[config.mk]
export PLATFORM = sky130hd
export DESIGN_NAME = cim_job_sequencer
export DESIGN_NICKNAME = d
export VERILOG_FILES = /design/src/rtl/cim_job_sequencer.sv
export SDC_FILE = /design/constraint.sdc
export NUM_CORES = 1
export LEC_CHECK = 0
export ABC_AREA = 1
export CELL_PAD_IN_SITES_DETAIL_PLACEMENT = 2
export CELL_PAD_IN_SITES_GLOBAL_PLACEMENT = 2
export CORE_AREA = 2 2 94 165
export DETAILED_ROUTE_END_ITERATION = 16
export DIE_AREA = 0 0 96 167
export PLACE_DENSITY_LB_ADDON = 0.12
export SLEW_MARGIN = 25
export SYNTH_ARGS = -nofsm -noshare
export SYNTH_HDL_FRONTEND = slang
export SYNTH_SLANG_ARGS = --single-unit
[constraint.sdc]
create_clock -name clk -period 2.2 [get_ports clk]
set_input_delay 0.33 -clock clk [delete_from_list [all_inputs] [get_ports clk]]
set_output_delay 0.33 -clock clk [all_outputs]
set_load 0.01 [all_outputs]
[src/rtl/cim_job_sequencer.sv]
// cim_job_sequencer: orders ACT/WM/WS loads onto the single CiM input port,
// waits for the result handshake, repeats for num_jobs_i jobs (busy/phase/idx/done).
module cim_job_sequencer #(
  parameter int DATA_W    = 32,
  parameter int ACT_BEATS = 12,
  parameter int WM_BEATS  = 128,
  parameter int WS_BEATS  = 32,
  parameter int JOB_W     = 8
) (
  input  logic              clk,
  input  logic              rst_n_i,
  input  logic              start_i,
  input  logic [JOB_W-1:0]  num_jobs_i,
  input  logic              abort_i,
  input  logic              act_valid_i,
  input  logic [DATA_W-1:0] act_data_i,
  output logic              act_ready_o,
  input  logic              wm_valid_i,
  input  logic [DATA_W-1:0] wm_data_i,
  output logic              wm_ready_o,
  input  logic              ws_valid_i,
  input  logic [DATA_W-1:0] ws_data_i,
  output logic              ws_ready_o,
  output logic              acc_valid_o,
  output logic [DATA_W-1:0] acc_data_o,
  input  logic              acc_ready_i,
  input  logic              res_valid_i,
  input  logic              res_ready_i,
  output logic              busy_o,
  output logic [2:0]        phase_o,
  output logic [JOB_W-1:0]  job_idx_o,
  output logic              done_o
);

  typedef enum logic [2:0] {
    IDLE   = 3'd0,
    LD_ACT = 3'd1,
    LD_WM  = 3'd2,
    LD_WS  = 3'd3,
    RUN    = 3'd4
  } state_e;

  localparam int MAX_AW = (ACT_BEATS > WM_BEATS) ? ACT_BEATS : WM_BEATS;
  localparam int MAX_B  = (MAX_AW > WS_BEATS) ? MAX_AW : WS_BEATS;
  localparam int CNT_W  = (MAX_B > 1) ? $clog2(MAX_B) : 1;

  state_e             state_q, state_d;
  logic [CNT_W-1:0]   beat_q, beat_d;
  logic [JOB_W-1:0]   job_q, job_d;
  logic [JOB_W-1:0]   nj_q, nj_d;
  logic               done_q, done_d;

  logic               beat;
  logic               res_hs;
  logic               last_job;
  logic [CNT_W-1:0]   last_beat;

  always_ff @(posedge clk or negedge rst_n_i) begin
    if (!rst_n_i) begin
      state_q <= IDLE;
      beat_q  <= '0;
      job_q   <= '0;
      nj_q    <= '0;
      done_q  <= 1'b0;
    end else begin
      state_q <= state_d;
      beat_q  <= beat_d;
      job_q   <= job_d;
      nj_q    <= nj_d;
      done_q  <= done_d;
    end
  end

  // Zero-latency mux: the selected requester sees the
  // accelerator ready directly, everyone else sees 0.
  always_comb begin
    acc_valid_o = 1'b0;
    acc_data_o  = '0;
    act_ready_o = 1'b0;
    wm_ready_o  = 1'b0;
    ws_ready_o  = 1'b0;
    last_beat   = '0;
    unique case (state_q)
      LD_ACT: begin
        acc_valid_o = act_valid_i;
        acc_data_o  = act_data_i;
        act_ready_o = acc_ready_i;
        last_beat   = CNT_W'(ACT_BEATS - 1);
      end
      LD_WM: begin
        acc_valid_o = wm_valid_i;
        acc_data_o  = wm_data_i;
        wm_ready_o  = acc_ready_i;
        last_beat   = CNT_W'(WM_BEATS - 1);
      end
      LD_WS: begin
        acc_valid_o = ws_valid_i;
        acc_data_o  = ws_data_i;
        ws_ready_o  = acc_ready_i;
        last_beat   = CNT_W'(WS_BEATS - 1);
      end
      default: ;
    endcase
  end

  assign beat     = acc_valid_o && acc_ready_i;
  assign res_hs   = res_valid_i && res_ready_i;
  assign last_job = (job_q == nj_q - JOB_W'(1));

  always_comb begin
    state_d = state_q;
    beat_d  = beat_q;
    job_d   = job_q;
    nj_d    = nj_q;
    done_d  = 1'b0;
    if (state_q == IDLE) begin
      if (start_i && (num_jobs_i != '0)) begin
        state_d = LD_ACT;
        nj_d    = num_jobs_i;
        job_d   = '0;
        beat_d  = '0;
      end
    end else if (abort_i) begin
      state_d = IDLE;
      beat_d  = '0;
      job_d   = '0;
    end else begin
      unique case (state_q)
        LD_ACT, LD_WM, LD_WS: begin
          if (beat) begin
            if (beat_q == last_beat) begin
              beat_d = '0;
              unique case (state_q)
                LD_ACT:  state_d = LD_WM;
                LD_WM:   state_d = LD_WS;
                default: state_d = RUN;
              endcase
            end else begin
              beat_d = beat_q + CNT_W'(1);
            end
          end
        end
        RUN: begin
          if (res_hs) begin
            if (last_job) begin
              state_d = IDLE;
              job_d   = '0;
              done_d  = 1'b1;
            end else begin
              state_d = LD_ACT;
              job_d   = job_q + JOB_W'(1);
            end
          end
        end
        default: state_d = IDLE;
      endcase
    end
  end

  assign busy_o    = (state_q != IDLE);
  assign phase_o   = state_q;
  assign job_idx_o = job_q;
  assign done_o    = done_q;

endmodule
Word level (Yosys, flattened, before mapping) --
Cells that the tools add are included.
Storage, ports and cells: bits in registers 27, bits in latches 0, bits in writable memories 0, ROM bits 0, input bits 114, output and inout port bits 49, word-level logic and storage cells 65, memories kept 0
Operators by class: $add $sub $neg 3, multipliers 0, divide/modulo/power cells 0, order comparisons 0, equal/unequal tests 10, shift-type cells 0, muxes and demuxes 32, bitwise operators 0, reduce and logical (&&, ||, !) cells 15
Operators by type and width (count):
- 32-bit one-hot mux with 3 select lines | 1
- 8-bit two-way mux | 6
- 7-bit two-way mux | 6
- 7-bit one-hot mux with 3 select lines | 1
- 3-bit two-way mux | 6
- 3-bit nonzero test | 5
- 4-bit inequality test, second input constant | 3
- 3-bit one-hot mux with 2 select lines | 2
- 1-bit two-way mux | 9
- 8-bit by 1-bit adder with 8-bit output, second input constant | 1
- 8-bit equality test | 1
- 8-bit nonzero test | 1
- 8-bit by 1-bit subtractor with 8-bit output, second input constant | 1
- 7-bit by 1-bit adder with 7-bit output, second input constant | 1
- 7-bit equality test | 1
- 3-bit by 2-bit equality test with 1-bit output, second input constant | 2
- 3-bit AND reduction | 2
- 4-bit AND reduction | 1
- 3-bit by 1-bit equality test with 1-bit output, second input constant | 1
- 3-bit equality test, second input constant | 1
- 1-bit logical AND | 3
- 3-bit zero test | 1
- 1-bit one-hot mux with 3 select lines | 1
- 3-bit OR reduction | 1
- other kinds (2) | 2

Depth between registers and ports, before layout --
Gate-level depths: netlist of run 1.
depth after elaboration 8, mapped depth 16, depth with buffers taken out 16

Worst setup path before layout of run 1 --
Ideal clock, no wire load.
path kind register to register, from reg state_q[1] (netlist: phase_o[1]), to reg nj_q[4], library setup time 0.125 ns, data arrival time 1.653 ns, data required time 2.075 ns, path slack 0.422 ns, stages on the path, launching flop included 7, buffers on the path 0, clock period less this slack 1.778 ns, cells stage by stage dfrtp_1 > nor2_1 > inv_2 > nor2_4 > clkinv_1 > nor2_2 > mux2_2
On the way: word-level cells in the longest chain between the ends 2
RTL lines:
- start, declared | line 47 | state_e state_q, state_d;
- start signal, assigned | line 66 | state_q <= state_d;
- 3-bit zero test | line 116 | if (state_q == IDLE) begin
- 2-bit AND reduction (no source line)
- end signal, assigned | line 69 | nj_q <= nj_d;
- end, declared | line 50 | logic [JOB_W-1:0] nj_q, nj_d;
No other way between the ends. A chain may end at the register's enable or synchronous reset.

Final worst setup path of run 1 --
from reg state_q[1] (netlist: phase_o[1]), to out acc_data_o[13]
On the way: word-level cells in the longest chain between the ends 2, elaborated cells on any way between the ends 4, classes of those cells eq/ne: 3; mux: 1
RTL lines:
- 3-bit by 2-bit equality test with 1-bit output / 3-bit by 1-bit equality test with 1-bit output (equally long branches) | line 83 | unique case (state_q)
- 32-bit one-hot mux with 3 select lines (*) | line 83
- end, declared | line 25 | output logic [DATA_W-1:0] acc_data_o,
Mark *: on every way between the ends. The rest lies on a longest branch, timed or not.

==> results of run 1 <==
power by group through the flow:
stage / Sequential (uW) / Clock (uW) / Combinational, uW
after floorplan: 781 / 0 / 1640
after CTS: 834 / 457 / 3460
after global placement: 835 / 0 / 3310
after detailed placement: 835 / 0 / 3380
after global routing: 860 / 476 / 3730
final: 829 / 440 / 3370
flip-flops by register name, summed over array words and instances, names as in the netlist:
register	count
job_idx_o	8
nj_q	8
beat_q	7
phase_o	3
done_o	1
metrics by stage:
stage | TNS (ns) | util [%] | cell area (um2) | total power, uW | worst slack (ns)
after detailed placement | -1.01 | 30.4 | 4460 | 4220 | -0.164
after floorplan | 0 | - | 2460 | 2420 | 0.422
after global placement | -0.0299 | 30.4 | 4460 | 4140 | -0.0114
after CTS | 0 | 31.8 | 4670 | 4760 | 0.00119
final | 0 | 31.6 | 4640 | 4640 | 0.0604
after global routing | -0.0600 | 31.6 | 4640 | 5070 | -0.0196
worst paths after layout:
kind | from | to | slack, ns
max reg2reg | phase_o[0] | nj_q[4] | 0.18
min in group clk | nj_q[7] | nj_q[7] | 0.58
max in group asynchronous | rst_n_i | phase_o[1] | 1.45
min | rst_n_i | phase_o[0] | 0.44
max | phase_o[1] | acc_data_o[13] | 0.06
min reg2reg | nj_q[7] | nj_q[7] | 0.58
critical path: stages (launching register included):
cell and delay (ns):
sky130_fd_sc_hd__dfrtp_2 0.45, sky130_fd_sc_hd__buf_12 0.14, sky130_fd_sc_hd__nor3_4 0.17, sky130_fd_sc_hd__buf_6 0.13
sky130_fd_sc_hd__bufbuf_16 0.28, sky130_fd_sc_hd__nand2_1 0.06, sky130_fd_sc_hd__nand2_1 0.06, sky130_fd_sc_hd__clkdlybuf4s15_1 0.24
cell usage after synthesis (all sizes together):
library cell | count | share of area, %
a21boi | 1 | 0.46
a21oi | 10 | 2.3
a22oi | 30 | 9.2
buf | 3 | 1.1
clkbuf | 9 | 1.4
clkinv | 1 | 0.15
dfrtp | 27 | 28
ha | 3 | 1.5
inv | 42 | 6.5
mux2 | 3 | 1.4
nand2 | 163 | 26
nand3 | 30 | 6.3
nand4 | 8 | 2.0
nor2 | 27 | 5.6
nor3 | 5 | 1.5
nor4 | 2 | 0.51
o21a | 1 | 0.31
o21ai | 20 | 4.2
xnor2 | 2 | 0.71
xor2 | 4 | 1.4
final cells by class:
class                   count  area share, %
well taps                 183           4.93
clock buffers               3           1.62
clock inverters             1          0.108
flip-flops and latches     27           14.6
repair buffers            193           41.0
multi-input cells         309           34.0
inverters                  43           3.74
cell families (layout without fill, tap and decap cells):
group                    after synthesis  count (layout)  synth area share [%]
flip-flops                            27              27                  27.5
multiplexers                           3               3                  1.38
AO/OA/AOI/OAI                         62              62                  16.5
AND/OR/NAND/NOR                      235             235                  41.8
buffers and inverters                 55             240                  9.12
adder cells (fa/ha/maj)                3               3                  1.53
XOR/XNOR                               6               6                  2.14
repair_timing:
item / in CTS / in global routing
cloned: 3 / 0
pin swaps: 0 / 2
resized for setup: 59 / 36
setup endpoints to repair: 43 / 24
hold buffers: 0 / 0
buffers inserted: 3 / 3
routing by layer:
metal	track usage, %	vias up	part of all wire (%)
met5	0	-	0
li1	-	1651	-
met3	2.58	13	3.8
met1	15.1	1693	30
met4	4.16	0	1.9
met2	39.9	96	64
==> summary.txt, run 1 <==
Power
  • Clock network fraction of design power: 9.5%
  • Power spent charging and discharging nets: 2240 uW
  • Internal power component: approximately 2400 uW
  • Reported leakage power: 0.00217 uW
  • Sequential power share: 17.9%
  • Switching share of power: between 40% and 50%
  • Comb pwr share: about 73%
  • PD cells: 1000 nW/um2
  • Largest vdd supply drop: 435 uV

Critical path
  • Maximum fanout encountered on the critical timing path: 15
  • Critical Path Sink Type: primary output
  • CP startpoint kind: flip-flop
  • Logic depth of the worst register-to-register path: 6
  • Data required time of the worst path: 1.87 ns
  • Worst EP arrival: 1.81 ns
  • Worst setup path class: reg -> out

Logic synthesis
  • Number of register bits inferred by synthesis: 27
  • Sequential-to-total area share from yosys stat: between 20 and 30%
  • Gate Count Post-Synth: 391
  • Netlist area before placement: around 2500 um2
  • Mean instance size in the synthesized netlist: 6.28 um2
  • Warnings from Yosys: 0
  • Number of nets produced by synthesis: 508
  • Number of unique standard cell types used by synthesis: 32

Global routing
  • Number of global-route vias before repair: roughly 4000
  • Largest net degree at the start of global routing: 28
  • Overall Global Routing Usage: 18.0%
  • Number of antenna violations at the first check in global routing: 0
  • First-pass GRT wire length: 21.6 mm
  • Remaining global-route overflow: 0

Run
  • Max-cap viol count: 0

STA
  • Slew at the pin with the worst max-slew slack: 0.597 ns
  • Fin crit period: 2.14 ns
  • Final worst-path cycle share: 97.3%
  • Fmax achieved: about 470 MHz
  • Clk_skew: 0.00497 ns
  • Number of max-slew violations in the final report: 0
  • Slew HR: 60.1%
  • Final number of hold-violating endpoints: 0
  • Setup violations, final: 0
  • Worst hold slack after final layout: between 0.4 and 0.5 ns

Die
  • # IOs: 163
  • Site Rows: 59
  • Die Footprint: 16000 um2
  • Area of the core region: 14700 um2
  • Die outline height: 167 um
  • X dimension of the die: 96 um
  • Initial core utilization: 16.7%

Clock tree
  • Clock network latency to the later pin of the worst-skew pair: 0.27 ns
  • Number of sinks driven by the clock tree: 27
  • Clock-pin slew on the worst setup and hold paths: 0.07 ns
  • Root Buffer Master: sky130_fd_sc_hd__clkbuf_16
  • Number of buffers added by the clock tree synthesis step: 3
  • Depth of the CTS H-tree: 1
  • Bufs on Longest Clock Path: 2
  • Clock tree from TritonCTS: done

Detailed routing
  • Routed len/inst: 18.7 um
  • Number of vias in the routed layout: 3453
  • DRC violation total after the first TritonRoute iteration: 47
  • Pre-antenna DRT Iters: 4
  • Drt drc: 0
  • Routed vias/inst: 4.55
  • Number of nets still failing antenna checks after routing: 0
  • Post-detailed-routing wire length: 14.2 mm

Layout
  • Number of nets at the end of the flow: 694
  • Filler cells: 1747
  • Most frequent cells in the layout: 157 x sky130_fd_sc_hd__nand2_1, 126 x sky130_fd_sc_hd__clkdlybuf4s50_1, 34 x sky130_fd_sc_hd__inv_1
  • Area occupied by multi-input gates: around 1600 um2
  • Number of antenna cells inserted: 0
  • Layout-stage area growth over the synthesis result: 89.1%
  • Ratio of cells with drive above 1 in the final layout: 15.1%
  • Post-route non-filler standard cell count: 759
  • Most common cell after layout, fill and taps aside: sky130_fd_sc_hd__nand2_1
  • Combined flip-flop and latch cell area: 679 um2

Min path
  • Worst hold-check path type: in -> async

Place
  • Count of buffers inserted at the top-level ports: around 160
  • HPWL Detailed: 12.0 mm
  • Routability congestion estimate: 0.808
  • Dpl cells: 746

Run status
  • Run status: completed
Power figures use the tool's default switching activity.
==> inputs of run 2 (changes only) <==
--- a/config.mk
+++ b/config.mk
@@ -8,9 +8,9 @@
 export ABC_AREA = 1
 export CELL_PAD_IN_SITES_DETAIL_PLACEMENT = 2
 export CELL_PAD_IN_SITES_GLOBAL_PLACEMENT = 2
-export CORE_AREA = 2 2 94 165
+export CORE_AREA = 3 3 95 166
 export DETAILED_ROUTE_END_ITERATION = 16
-export DIE_AREA = 0 0 96 167
+export DIE_AREA = 0 0 98 169
 export PLACE_DENSITY_LB_ADDON = 0.12
 export SLEW_MARGIN = 25
 export SYNTH_ARGS = -nofsm -noshare
==> summary.txt, run 2 (synthesized netlist as in run 1, its figures left out) <==
Run status
  • Run status: completed

Critical path
  • Worst EP arrival: 1.77 ns (-0.04 ns)
  • CP startpoint kind: flip-flop
  • Maximum fanout encountered on the critical timing path: 17 (+2)
  • Critical register-to-register path startpoint: phase_o[2]
  • Slack of the worst reg-to-reg path: 0.25 ns (+0.07 ns)
  • Logic depth of the worst register-to-register path: 11 (+5)
  • Worst setup path class: reg -> out
  • Data required time of the worst path: 1.87 ns (about the same)
  • Critical Path Sink Type: primary output
  • Capture point of the worst path: acc_data_o[16]
  • Crit path launch: phase_o[1]
  • Endpoint of the most critical register-to-register path: beat_q[3]

Layout
  • Layout-stage area growth over the synthesis result: 92.3%
  • Ratio of cells with drive above 1 in the final layout: 15.6% (+0.48 points)
  • Most common cell after layout, fill and taps aside: sky130_fd_sc_hd__nand2_1
  • Filler cells: 1731 (-0.92%)
  • Most frequent cells in the layout: 156 x sky130_fd_sc_hd__nand2_1, 127 x sky130_fd_sc_hd__clkdlybuf4s50_1, 35 x sky130_fd_sc_hd__inv_1
  • Final Util: 32.2% (+0.54 points)
  • Number of nets at the end of the flow: 702 (+1.2%)
  • Post-route cell area: 4720 um2 (+1.7%)

Min path
  • Worst hold-check path type: in -> async

Power
  • PD cells: 1030 nW/um2 (+2.8%)
  • Largest vdd supply drop: 368 uV (-16%)
  • Reported leakage power: 0.00220 uW (+1.4%)

Global routing
  • Number of antenna violations at the first check in global routing: 1 (+1)
  • First-pass GRT wire length: 22.4 mm (+3.9%)
  • Remaining global-route overflow: 0 (unchanged)
  • Largest net degree at the start of global routing: 28 (unchanged)
  • Number of global-route vias before repair: 4045 (+0.60%)
  • Overall Global Routing Usage: 17.6% (-0.47 points)

STA
  • Fmax achieved: 476 MHz (+1.8%)
  • Fin crit period: 2.10 ns (-0.0370 ns)
  • Unrepaired setup endpoints after global routing: true
  • Worst hold slack after final layout: 0.452 ns (+0.00867 ns)
  • Final number of hold-violating endpoints: 0 (unchanged)
  • Slew at the pin with the worst max-slew slack: 0.455 ns (-0.142 ns)
  • Final worst-path cycle share: 95.6% (-1.7 points)
  • Setup violations, final: 0 (unchanged)
  • Slew HR: 69.4% (+9.3 points)
  • Clk_skew: 0.00667 ns (+0.00170 ns)
  • Number of max-slew violations in the final report: 0 (unchanged)

Place
  • Placed cell areas: 4470 um2 (+0.11%)
  • Routability congestion estimate: 0.827 (+2.4%)
  • Count of buffers inserted at the top-level ports: 162 (unchanged)
  • HPWL Detailed: 12.2 mm (+1.9%)

Die
  • Initial core utilization: 16.7% (unchanged)
  • Die Footprint: 16600 um2 (+3.3%)
  • X dimension of the die: 98 um (+2.1%)
  • Area of the core region: 14700 um2 (unchanged)
  • Die outline height: 169 um (+1.2%)
  • # IOs: 163 (unchanged)
  • Site Rows: 59 (unchanged)

Detailed routing
  • Pre-antenna DRT Iters: 4 (unchanged)
  • DRC violation total after the first TritonRoute iteration: 88 (+87%)
  • Routed vias/inst: 4.55 (about the same)
  • Number of nets still failing antenna checks after routing: 0 (unchanged)
  • Drt drc: 0 (unchanged)
  • Post-detailed-routing wire length: 15.1 mm (+6.4%)
  • Number of vias in the routed layout: 3491 (+1.1%)
  • Routed len/inst: 19.7 um (+5.2%)

Clock tree
  • Number of sinks driven by the clock tree: 27 (unchanged)
  • Depth of the CTS H-tree: 1 (unchanged)
  • Bufs on Longest Clock Path: 2 (unchanged)
  • Clock-pin slew on the worst setup and hold paths: 0.08 ns (about the same)
  • Root Buffer Master: sky130_fd_sc_hd__clkbuf_16
  • Clock tree from TritonCTS: done
  • Post-cts hold buffer count: 0 (unchanged)
  • Clock network latency to the later pin of the worst-skew pair: 0.27 ns (about the same)
  • Number of buffers added by the clock tree synthesis step: 3 (unchanged)

Run
  • Max-cap viol count: 0 (unchanged)
==> run 2: worst min-delay path by stage <==
stage | startpoint | end | slack (ns) | depth (start not counted)
after floorplan | rst_n_i | beat_q[0] | 0.03 | 0
after detailed placement | phase_o[0] | phase_o[0] | 0.54 | 2
final | rst_n_i | nj_q[6] | 0.45 | 2
after global placement | phase_o[0] | phase_o[0] | 0.53 | 2
after global routing | rst_n_i | nj_q[6] | 0.49 | 2
after CTS | rst_n_i | nj_q[6] | 0.48 | 2
==> run 2: final cells by class <==
class	count	area [um2]	area share [%]
Timing Repair Buffer	200	1950	41.4
Multi-Input combinational cell	310	1610	34.1
Sequential cell	27	678	14.4
Tap cell	183	229	4.85
Inverter	43	169	3.58
Clock buffer	3	75.1	1.59
Clock inverter	1	5.00	0.106
Antenna cell	1	2.50	0.0530
==> run 2: repair_timing <==
action                     4_1_cts  5_1_grt
resized for setup               56       28
setup buffers                    6        9
pin swaps                        2        2
cloned                           2        1
setup endpoints to repair       43       33
==> run 2: critical path, cell delays in order (launching register included) <==
cell and delay [ns]:
sky130_fd_sc_hd__dfrtp_2 0.44, sky130_fd_sc_hd__buf_4 0.15, sky130_fd_sc_hd__nor3_4 0.19, sky130_fd_sc_hd__buf_6 0.16, sky130_fd_sc_hd__buf_16 0.14, sky130_fd_sc_hd__nand2_1 0.06
sky130_fd_sc_hd__nand2_1 0.07, sky130_fd_sc_hd__clkdlybuf4s15_1 0.29
==> run 2: through the flow <==
step / setup TNS (ns) / setup slack [ns] / total power (uW) / instances
after detailed placement: -1.25 / -0.158 / 4250 / 745
after global routing: -0.000378 / -0.000378 / 5300 / 768
after floorplan: 0 / 0.422 / 2420 / 391
after CTS: 0 / 0.00103 / 4760 / 757
after global placement: -0.0496 / -0.0331 / 4170 / 745
final: 0 / 0.0975 / 4860 / 768
==> run 2: power by group <==
part	switching [uW]	internal, uW
registers	180	627
clock network	205	247
logic	1960	1640
==> run 2: routing by layer <==
metal,GRT usage (%),up-vias,wire length [um]
met5,0,-,0
met2,39.1,115,9520
met4,4.76,0,270
met3,3.84,14,818
met1,14.5,1696,4490
li1,-,1666,-
